File: config.mk
export PLATFORM = sky130hd
export DESIGN_NAME = seg_digit_sequencer
export DESIGN_NICKNAME = d
export VERILOG_FILES = /design/src/rtl/seg_digit_sequencer.sv
export SDC_FILE = /design/constraint.sdc
export NUM_CORES = 1
export LEC_CHECK = 0
export CAP_MARGIN = 20
export CORE_MARGIN = 3
export CORE_UTILIZATION = 47
export DETAILED_ROUTE_END_ITERATION = 10
export GPL_TIMING_DRIVEN = 0
export PLACE_DENSITY = 0.7
export REMOVE_ABC_BUFFERS = 1
export SLEW_MARGIN = 20
export SYNTH_ARGS = -nofsm -noshare
export SYNTH_HDL_FRONTEND = slang
export SYNTH_SLANG_ARGS = --single-unit
export TNS_END_PERCENT = 10
File: constraint.sdc
create_clock -name clk -period 4.3 [get_ports clk]
set_clock_uncertainty 0.15 [all_clocks]
set_input_delay 1.29 -clock clk [delete_from_list [all_inputs] [get_ports clk]]
set_output_delay 1.29 -clock clk [all_outputs]
set_load 0.01 [all_outputs]
File: src/rtl/seg_digit_sequencer.sv
// Binary-to-BCD (sequential double dabble) then one seven-segment digit per cycle, units first.
// start accepted in IDLE only; done pulses 17..21 cycles after acceptance, 22-cycle issue interval.
module seg_digit_sequencer #(
    parameter bit BLANK_LZ = 1'b1
) (
    input  logic        clk,
    input  logic        rst,
    input  logic        start,
    input  logic [15:0] product,
    output logic [6:0]  seg_code,
    output logic [2:0]  seg_mux_sel,
    output logic        done,
    output logic        busy
);

    typedef enum logic [1:0] {
        S_IDLE,
        S_CONV,
        S_EMIT
    } state_t;

    localparam logic [6:0] SEG_BLANK = 7'b1111111;

    state_t      r_state, w_state_nxt;
    logic [15:0] r_shift, w_shift_nxt;
    logic [19:0] r_bcd, w_bcd_nxt, w_bcd_adj;
    logic [3:0]  r_iter, w_iter_nxt;
    logic [6:0]  r_seg, w_seg_nxt;
    logic [2:0]  r_sel, w_sel_nxt;
    logic        r_done, w_done_nxt;
    logic        r_busy, w_busy_nxt;

    function automatic logic [6:0] f_seg(input logic [3:0] d);
        case (d)
            4'd0:    f_seg = 7'b0000001;
            4'd1:    f_seg = 7'b1001111;
            4'd2:    f_seg = 7'b0010010;
            4'd3:    f_seg = 7'b0000110;
            4'd4:    f_seg = 7'b1001100;
            4'd5:    f_seg = 7'b0100100;
            4'd6:    f_seg = 7'b0100000;
            4'd7:    f_seg = 7'b0001111;
            4'd8:    f_seg = 7'b0000000;
            4'd9:    f_seg = 7'b0000100;
            default: f_seg = SEG_BLANK;
        endcase
    endfunction

    // A digit above the units is a leading zero when it and every digit above it are zero.
    function automatic logic [6:0] f_digit_code(input logic [19:0] bcd, input logic [2:0] k);
        logic [19:0] upper;
        upper = bcd >> {k, 2'b00};
        if (BLANK_LZ && (k != 3'd0) && (upper == 20'd0))
            f_digit_code = SEG_BLANK;
        else
            f_digit_code = f_seg(upper[3:0]);
    endfunction

    always_comb begin
        w_bcd_adj = r_bcd;
        for (int i = 0; i < 5; i++) begin
            if (r_bcd[4*i +: 4] >= 4'd5)
                w_bcd_adj[4*i +: 4] = r_bcd[4*i +: 4] + 4'd3;
        end
    end

    always_comb begin
        w_state_nxt = r_state;
        w_shift_nxt = r_shift;
        w_bcd_nxt   = r_bcd;
        w_iter_nxt  = r_iter;
        w_seg_nxt   = r_seg;
        w_sel_nxt   = r_sel;
        w_done_nxt  = 1'b0;
        w_busy_nxt  = r_busy;
        case (r_state)
            S_IDLE: begin
                if (start) begin
                    w_shift_nxt = product;
                    w_bcd_nxt   = 20'd0;
                    w_iter_nxt  = 4'd0;
                    w_busy_nxt  = 1'b1;
                    w_state_nxt = S_CONV;
                end
            end
            S_CONV: begin
                w_bcd_nxt   = {w_bcd_adj[18:0], r_shift[15]};
                w_shift_nxt = {r_shift[14:0], 1'b0};
                w_iter_nxt  = r_iter + 4'd1;
                // Units digit is registered straight from the final shift so done rises right after CONV.
                if (r_iter == 4'd15) begin
                    w_state_nxt = S_EMIT;
                    w_done_nxt  = 1'b1;
                    w_sel_nxt   = 3'd0;
                    w_seg_nxt   = f_digit_code(w_bcd_nxt, 3'd0);
                end
            end
            S_EMIT: begin
                if (r_sel == 3'd4) begin
                    w_state_nxt = S_IDLE;
                    w_busy_nxt  = 1'b0;
                end else begin
                    w_done_nxt = 1'b1;
                    w_sel_nxt  = r_sel + 3'd1;
                    w_seg_nxt  = f_digit_code(r_bcd, r_sel + 3'd1);
                end
            end
            default: begin
                w_state_nxt = S_IDLE;
                w_busy_nxt  = 1'b0;
            end
        endcase
    end

    always_ff @(posedge clk) begin
        if (rst) begin
            r_state <= S_IDLE;
            r_shift <= 16'd0;
            r_bcd   <= 20'd0;
            r_iter  <= 4'd0;
            r_seg   <= SEG_BLANK;
            r_sel   <= 3'd0;
            r_done  <= 1'b0;
            r_busy  <= 1'b0;
        end else begin
            r_state <= w_state_nxt;
            r_shift <= w_shift_nxt;
            r_bcd   <= w_bcd_nxt;
            r_iter  <= w_iter_nxt;
            r_seg   <= w_seg_nxt;
            r_sel   <= w_sel_nxt;
            r_done  <= w_done_nxt;
            r_busy  <= w_busy_nxt;
        end
    end

    assign seg_code    = r_seg;
    assign seg_mux_sel = r_sel;
    assign done        = r_done;
    assign busy        = r_busy;

endmodule

# Word level (Yosys, flattened, before mapping)
# Memories as Yosys holds them, arrays and structs flattened.
# Cells that the tools add are included.
dict set report word_totals {
  reg_bits 54
  latchBits 0
  ram_bits 0
  mem_bits_ro 224
  elab_cells 70
  n_memories 2
}
# name depth width rd rd_ports_with_merged_regs write_ports line
set memory_table {}
lappend memory_table {{(name not given)} 16 7 1 0 0 34} ;# case (d)
lappend memory_table {{(name not given)} 16 7 1 0 0 34}
dict set report op_classes {
  n_addsub 7
  mul 0
  n_div 0
  magnitude_cmp 5
  eq_ne 8
  n_shift 1
  mux 28
  bitwise_logic 1
  reduce_logical 10
}
# operator n
set ops {}
lappend ops {{one-hot mux 20 bit (2 select lines)} 1}
lappend ops {{one-hot mux 16 bit (2 select lines)} 1}
lappend ops {{2-to-1 mux 7 bit} 3}
lappend ops {{>= comparator 4 x 3 -> 1 bit (second input constant)} 5}
lappend ops {{zero test 20 bit} 1}
lappend ops {{2-to-1 mux 20 bit} 1}
lappend ops {{2-to-1 mux 4 bit} 5}
lappend ops {{right shift 20 x 5 -> 20 bit} 1}
lappend ops {{adder 4 x 2 -> 4 bit (second input constant)} 4}
lappend ops {{2-to-1 mux 16 bit} 1}
lappend ops {{one-hot mux 7 bit (2 select lines)} 1}
lappend ops {{2-to-1 mux 3 bit} 3}
lappend ops {{AND reduction 3 bit} 3}
lappend ops {{inequality test 2 bit (second input constant)} 4}
lappend ops {{one-hot mux 4 bit (2 select lines)} 1}
lappend ops {{2-to-1 mux 2 bit} 3}
lappend ops {{one-hot mux 2 bit (3 select lines)} 1}
lappend ops {{one-hot mux 3 bit (2 select lines)} 1}
lappend ops {{adder 4 x 1 -> 4 bit (second input constant)} 1}
lappend ops {{== test 4 bit (second input constant)} 1}
lappend ops {{2-to-1 mux 1 bit} 4}
lappend ops {{nonzero test 2 bit} 2}
lappend ops {{adder 3 x 1 -> 3 bit (second input constant)} 1}
lappend ops {{adder 3 x 2 -> 3 bit (second input constant)} 1}
lappend ops {{other kinds (10)} 10}

# Depth between registers and ports, before layout
# Gate-level depths: netlist (run 1).
dict set report depth {
  word_depth 7
  ltp_mapped 10
  ltp_nobuf 9
}

# Least setup slack after synthesis (run 1)
# OpenSTA, ideal clock, no wires.
dict set report synth_path {
  path_kind {register to register}
  start {reg r_sel[0] (netlist: seg_mux_sel[0])}
  end {reg r_seg[2] (netlist: seg_code[2])}
  arrival_ns 2.575
  required_ns 4.063
  setup_slack_ns 1.488
  stages_incl_launch_ff 11
  path_buffers 1
  synth_period_minus_slack_ns 2.812
  cell_sequence {dfxtp_1 inv_1 ha_1 buf_6 a31oi_1 a32o_1 ha_1 o21ai_0 o41ai_4 a211oi_1 o31ai_1}
}
dict set report synth_via {
  elab_chain_cells 7
}
# item line
set synth_rtl {}
lappend synth_rtl {{start, declared} 29} ;# logic [2:0] r_sel, w_sel_nxt;
lappend synth_rtl {{start signal, assigned} 131} ;# r_sel <= w_sel_nxt;
lappend synth_rtl {{parallel branches: the longest is 7 deep, another holds memory read (16 x 7 bit)} --}
lappend synth_rtl {{end signal, assigned} 130} ;# r_seg <= w_seg_nxt;
lappend synth_rtl {{end, declared} 28} ;# logic [6:0] r_seg, w_seg_nxt;
# Parallel ways; which one is timed is not known. The select of a mux whose other input is x is not followed.
# A chain may end at the register's enable or synchronous reset.

# Final worst setup path (run 1)
dict set report layout_path {
  start {reg r_sel[0] (netlist: seg_mux_sel[0])}
  end {reg r_seg[0] (netlist: seg_code[0])}
}
# Same word-level chain as after synthesis.

==> summary.md, run 1 <==
| Metric | Value |
|---|---|
| Final ANT Viol Nets | `0` |
| CP Cell Sequence | `inv_1 -> ha_1 -> a31oi_1 -> a32o_1 -> ha_1 -> o21ai_0 -> o41ai_4 -> o311ai_0 -> o211ai_1` |
| Fin util | `0.556` |
| Leak | `1.41 nW` |
| Largest family of logic cells by synthesized area | `compound AO/OA/AOI/OAI gates` |
| Row count | `30` |
| Maxcap violations | `0` |
| Clock sinks | `54` |
| XOR/XNOR share of the synthesized area | `0.0251` |
| Avg Cell Area, Syn | `8.08 um2` |
| Post_cts resized | `0` |
| Mux cell area share after synthesis | `0.0685` |
| Area of the core | `about 7000 um2` |
| Chip Width | `92.2 um` |
| Slew HR | `0.380` |
| Clock latency on the worst-skew pair | `0.31 ns` |
| Via count | `3121` |
| Starting Density | `0.500` |
| CTS Buffer Depth | `2` |
| Post-CTS setup buffer count | `0` |
| IO buf count | `30` |
| Crit-path slowest cell | `dfxtp_1` |
| Design Power | `1.08 mW` |
| PwrDens | `278 nW/um2` |
| Met2 WL post-DR | `roughly 3600 um` |
| Die Area | `8490 um2` |
| CTS tree | `done` |
| Largest net degree at the start of global routing | `40` |
| Required @ worst endpoint | `4.39 ns` |
| Highest metal used | `met4` |
| Initial antenna violation count | `0` |
| Number of synthesized flops with an enable pin | `0` |
| Filler cells | `651` |
| Compound-gate portion of the synthesized area | `0.259` |
| Hold Buf Count CTS | `0` |
| Peak Freq | `0.276 GHz` |
| Worst setup SP type | `flop` |
| Mapped Area | `3490 um2` |
| Area Overhead vs Synth | `11.2%` |
| Critical path peak fanout | `17` |
| Vias/cell | `approximately 5.8` |
| Seq/Total Area, Yosys | `0.310` |
| Drt first pass iters | `4` |
| Syn Inst Count | `432` |
| Worst slew pin tran | `0.924 ns` |
| Placed instance area | `around 3800 um2` |
| Distinct cell type count of the synthesized netlist | `52` |
| Final Instance Area | `3880 um2` |
| Vias in the first global route | `2815` |
| Simple-Gate Fraction of Synth Area | `0.191` |
| Drt drc | `0` |
| Final setup fails | `0` |
| WL per Instance | `about 14 um` |
| Hold_ws | `between 0.3 and 0.4 ns` |
| Wl on met1 | `3600 um` |
| Endpoints failing hold | `0` |
| GRT Util Overall | `0.180` |
| Setup Total Neg Slack | `0 ns` |
| Die Y | `roughly 92 um` |
| Ys flop type | `dfxtp_1` |
| TritonCTS Buffers | `5` |
| Overall routed net length | `7610 um` |
| Critical Path End Type | `flop` |
| Detailed Route Iter0 Violations | `roughly 130` |
| Most frequent CP cell | `ha_1` |
| Wire length on met3 | `295 um` |
| Io pins | `31` |
| Synth async-reset ratio | `0` |
| Antenna cells | `0` |
| Post-synthesis adder-cell area fraction | `0.0789` |
| Setup repair after global routing missed its margin | `false` |
| Post-DP HPWL | `roughly 5400 um` |
| Setup WS pre-CTS | `0.721 ns` |
| Nets | `483` |
| CTS Root Cell | `clkbuf_8` |
| # placed instances | `roughly 530` |
| Worst Setup Slack, final | `just under 0.7 ns` |
| Number of H-tree levels | `2` |
| Hold Crit Class | `reg -> reg` |
| CP Class | `reg -> reg` |
| Worst endpoint data arrival time | `3.71 ns` |
| Fin crit period | `about 3.6 ns` |
| Ratio of cells with drive above 1 in the final layout | `0.0542` |
| GRT overflow | `0` |
| Status | `finished clean` |
| CP max stage delay | `roughly 0.75 ns` |
| Finished Layout Cells | `around 540` |
| Peak supply drop | `0.225 mV` |
| Placer congestion estimate | `0.814` |
| Crit share post-route | `0.841` |
| Syn. warnings | `0` |
| Clk slew on worst S/H paths | `0.10 ns` |
| Slew Viols, Final | `0` |
| First-pass GRT wire length | `12800 um` |
| #FFs+latches synth | `54` |
==> critical path: cells and delay by family (launching register included) <==
kind	cells	cell delay (ns)
AO/OA/AOI/OAI	6	1.62
adder cells (fa/ha/maj)	2	0.77
buffers and inverters	1	0.27
flip-flops	1	0.75
==> state kept, by name (all words and copies together), names as in the netlist <==
| register | cells |
|---|---|
| seg_code | 7 |
| r_state | 2 |
| r_shift | 16 |
| busy | 1 |
| r_iter | 4 |
| seg_mux_sel | 3 |
| done | 1 |
| r_bcd | 20 |
==> cell usage in the layout (no fill, tap or decap), drive strengths merged, types with 3 or more instances in the layout <==
cell / count
clkdlybuf4s50: 29
o31ai: 4
xnor2: 8
clkbuf: 5
a31oi: 6
inv: 17
buf: 3
and3: 3
o21a: 3
o311ai: 3
mux2: 7
a211oi: 21
a21oi: 29
o22ai: 4
a22oi: 17
nor2: 51
nand3: 17
a221oi: 3
nand2: 36
nand2b: 10
nor4: 3
mux2i: 16
nor3: 9
o21ai: 28
and2: 3
dfxtp: 54
ha: 22
==> cell type report <==
| class | instances | area [um2] | share of cell area |
|---|---|---|---|
| inverters | 17 | 63.8 | 0.0164 |
| well taps | 96 | 120 | 0.0310 |
| multi-input cells | 332 | 2180 | 0.561 |
| clock inverters | 3 | 43.8 | 0.0113 |
| clock buffers | 5 | 68.8 | 0.0177 |
| repair buffers | 32 | 327 | 0.0842 |
| flip-flops and latches | 54 | 1080 | 0.279 |
==> cells in the mapped netlist (8+ instances only) <==
library cell	instances	area share
a211oi_1	21	0.045
ha_1	22	0.079
a21oi_1	29	0.042
o21ai_0	25	0.036
nand2_1	36	0.039
nor3_1	9	0.013
clkbuf_1	19	0.020
dfxtp_1	54	0.31
nand2b_1	10	0.018
mux2i_1	16	0.046
xnor2_1	8	0.020
inv_1	16	0.017
nor2_1	51	0.055
a22oi_1	17	0.037
nand3_1	17	0.024
==> report_power, final <==
part	internal [mW]	total (mW)	switching [mW]
combinational	0.0803	0.180	0.0993
clock	0.175	0.350	0.175
sequential	0.529	0.548	0.0193
total	0.784	1.08	0.294
==> worst paths after layout <==
check             cells past startpoint  slack [ns]                        start                  endpoint
hold reg to reg                       2        0.32     seg_code[2]$_SDFFE_PP1P_  seg_code[2]$_SDFFE_PP1P_
setup / recovery                      9        0.68  seg_mux_sel[0]$_SDFFE_PP0P_  seg_code[0]$_SDFFE_PP1P_
hold / removal                        2        0.32     seg_code[2]$_SDFFE_PP1P_  seg_code[2]$_SDFFE_PP1P_
setup reg to reg                      9        0.68  seg_mux_sel[0]$_SDFFE_PP0P_  seg_code[0]$_SDFFE_PP1P_
==> layer usage <==
layer  GRT usage  vias up
li1            -     1590
met1       0.234     1463
met2       0.304       61
met3      0.0271        7
met4      0.0594        0
met5           0        -
==> kinds of logic after synthesis <==
| family | Yosys count |
|---|---|
| buffers and inverters | 46 |
| multiplexers | 23 |
| AO/OA/AOI/OAI | 134 |
| adder cells (fa/ha/maj) | 22 |
| flip-flops | 54 |
| XOR/XNOR | 10 |
| AND/OR/NAND/NOR | 143 |
(Power assumes the default switching activity.)
==> run 2: changes to the inputs <==
clock period = 3.6 ns   (was 4.3 ns; I/O delays follow)
==> summary.md, run 2 (synthesis results as in run 1) <==
| Metric | Value |
|---|---|
| Status | `finished clean` |
| CTS Root Cell | `clkbuf_8` |
| Slew Viols, Final | `0` |
| Setup repair after global routing missed its margin | `false` |
| Drt drc | `0` |
| Worst endpoint data arrival time | `3.42 ns` |
| Final Instance Area | `approximately 3900 um2` |
| Row count | `30` |
| Vias in the first global route | `approximately 2800` |
| Top delay family on crit path | `compound AO/OA/AOI/OAI gates` |
| Max FFs per register | `20` |
| Clock sinks | `between 50 and 60` |
| Worst R2R End | `seg_code[0]$_SDFFE_PP1P_` |
| Ratio of cells with drive above 1 in the final layout | `0.0564` |
| Setup Total Neg Slack | `0 ns` |
| Finished Layout Cells | `539` |
| Critical Path End Type | `flop` |
| Setup slack, reg-to-reg | `0.27 ns` |
| Antenna cells | `0` |
| Via count | `3115` |
| PwrDens | `roughly 330 nW/um2` |
| Clk slew on worst S/H paths | `0.10 ns` |
| CP Cell Sequence | `inv_1 -> ha_1 -> a31oi_1 -> a32o_1 -> ha_1 -> o21ai_0 -> o41ai_4 -> o311ai_0 -> o211ai_1` |
| Die Y | `92.2 um` |
| Hold path depth | `2` |
| Area Overhead vs Synth | `11.2%` |
| Area of the core | `6980 um2` |
| Final ANT Viol Nets | `0` |
| Leak | `1.41 nW` |
| Overall routed net length | `7610 um` |
| Detailed Route Iter0 Violations | `roughly 120` |
| Worst setup SP type | `flop` |
| GRT overflow | `0` |
| IO buf count | `30` |
| Most frequent CP cell | `ha_1` |
| CTS Buffer Depth | `2` |
| Hold_sp | `r_shift[0]$_SDFFE_PP0P_` |
| Hold Crit Class | `reg -> reg` |
| Endpoints failing hold | `0` |
| Nets | `483` |
| Peak supply drop | `0.268 mV` |
| Slew HR | `0.380` |
| Filler cells | `654` |
| Drt first pass iters | `4` |
| Critical path peak fanout | `17` |
| Required @ worst endpoint | `approximately 3.7 ns` |
| CP max stage delay | `0.55 ns` |
| CP Buf/Inv Count | `1` |
| Clock latency on the worst-skew pair | `0.31 ns` |
| Chip Width | `92.2 um` |
| WL per Instance | `14.1 um` |
| TritonCTS Buffers | `5` |
| Placer congestion estimate | `0.814` |
| Crit-path slowest cell | `dfxtp_2` |
| Number of H-tree levels | `2` |
| Post-DP HPWL | `5430 um` |
| Starting Density | `0.500` |
| Worst slew pin tran | `0.925 ns` |
| Vias/cell | `5.78` |
| Placed instance area | `3760 um2` |
| First-pass GRT wire length | `12800 um` |
| Reg2reg start | `seg_mux_sel[0]$_SDFFE_PP0P_` |
| Most common cell after layout, fill and taps aside | `dfxtp_1` |
| GRT Util Overall | `0.180` |
| Maxcap violations | `0` |
| Design Power | `around 1.3 mW` |
| Io pins | `31` |
| Initial antenna violation count | `0` |
| Crit share post-route | `0.926` |
| CP Class | `reg -> reg` |
| Largest net degree at the start of global routing | `40` |
| Largest register by flop count | `r_bcd` |
| # placed instances | `531` |
| CTS tree | `done` |
| Final setup fails | `0` |
| Most frequent cells in the layout | `dfxtp_1, nor2_1, nand2_1` |
| Endpoint, Worst Hold | `r_shift[0]$_SDFFE_PP0P_` |
| Fin crit period | `around 3.3 ns` |
| Peak Freq | `0.300 GHz` |
| R2R depth | `9` |
| Die Area | `8490 um2` |
run 2: cell counts in the layout (fill, tap and decap cells not counted):
Identical to the previous run, type by type.
run 2: area by class of cell:
class                   count  area [um2]  share of cell area
clock buffers               5        68.8              0.0177
clock inverters             3        43.8              0.0113
inverters                  17        63.8              0.0164
multi-input cells         332        2180               0.561
flip-flops and latches     54        1080               0.279
well taps                  96         120              0.0309
repair buffers             32         327              0.0841
run 2: through the flow:
step | setup slack, ns | utilization | hold WS (ns)
floorplan | 0.519 | - | 0.275
global placement | -0.317 | 0.535 | 0.295
detailed placement | 0.0208 | 0.539 | 0.302
CTS | 0.00478 | 0.555 | 0.326
global route | 0.0390 | 0.556 | 0.357
finish | 0.268 | 0.556 | 0.325
run 2: worst min-delay path, delay by kind of cell, from the launching register on:
family / cells / cell delay [ns]
AO/OA/AOI/OAI: 1 / 0.05
flip-flops: 1 / 0.33
AND/OR/NAND/NOR: 1 / 0.05
run 2: where the power goes:
part / switching (mW) / internal [mW]
Sequential: 0.0233 / 0.631
Clock: 0.212 / 0.209
Combinational: 0.119 / 0.0959
run 2: how the worst max path moves through the flow:
stage	startpoint	end	slack, ns	cells past startpoint
after global placement	r_state[1]$_SDFFE_PP0P_	r_shift[0]$_SDFFE_PP0P_	-0.32	6
after floorplan	r_state[1]$_SDFFE_PP0P_	r_shift[0]$_SDFFE_PP0P_	0.52	6
after detailed placement	seg_mux_sel[0]$_SDFFE_PP0P_	seg_code[1]$_SDFFE_PP1P_	0.02	9
after CTS	seg_mux_sel[0]$_SDFFE_PP0P_	seg_code[1]$_SDFFE_PP1P_	0.005	9
after global routing	seg_mux_sel[0]$_SDFFE_PP0P_	seg_code[1]$_SDFFE_PP1P_	0.04	9
final	seg_mux_sel[0]$_SDFFE_PP0P_	seg_code[0]$_SDFFE_PP1P_	0.27	9
run 2: routing by layer:
metal  up-vias  share of wire  GRT usage
met5         -              0          0
met4         0          0.014     0.0594
met3         9          0.046     0.0271
met2        61           0.47      0.304
met1      1456           0.47      0.234
li1       1589              -          -
run 2: what timing repair did:
action | 4_1_cts | 5_1_grt
gates resized for setup | 0 | 1
buffers inserted | 0 | 0
setup endpoints to repair | 0 | 7
hold buffers | 0 | 0
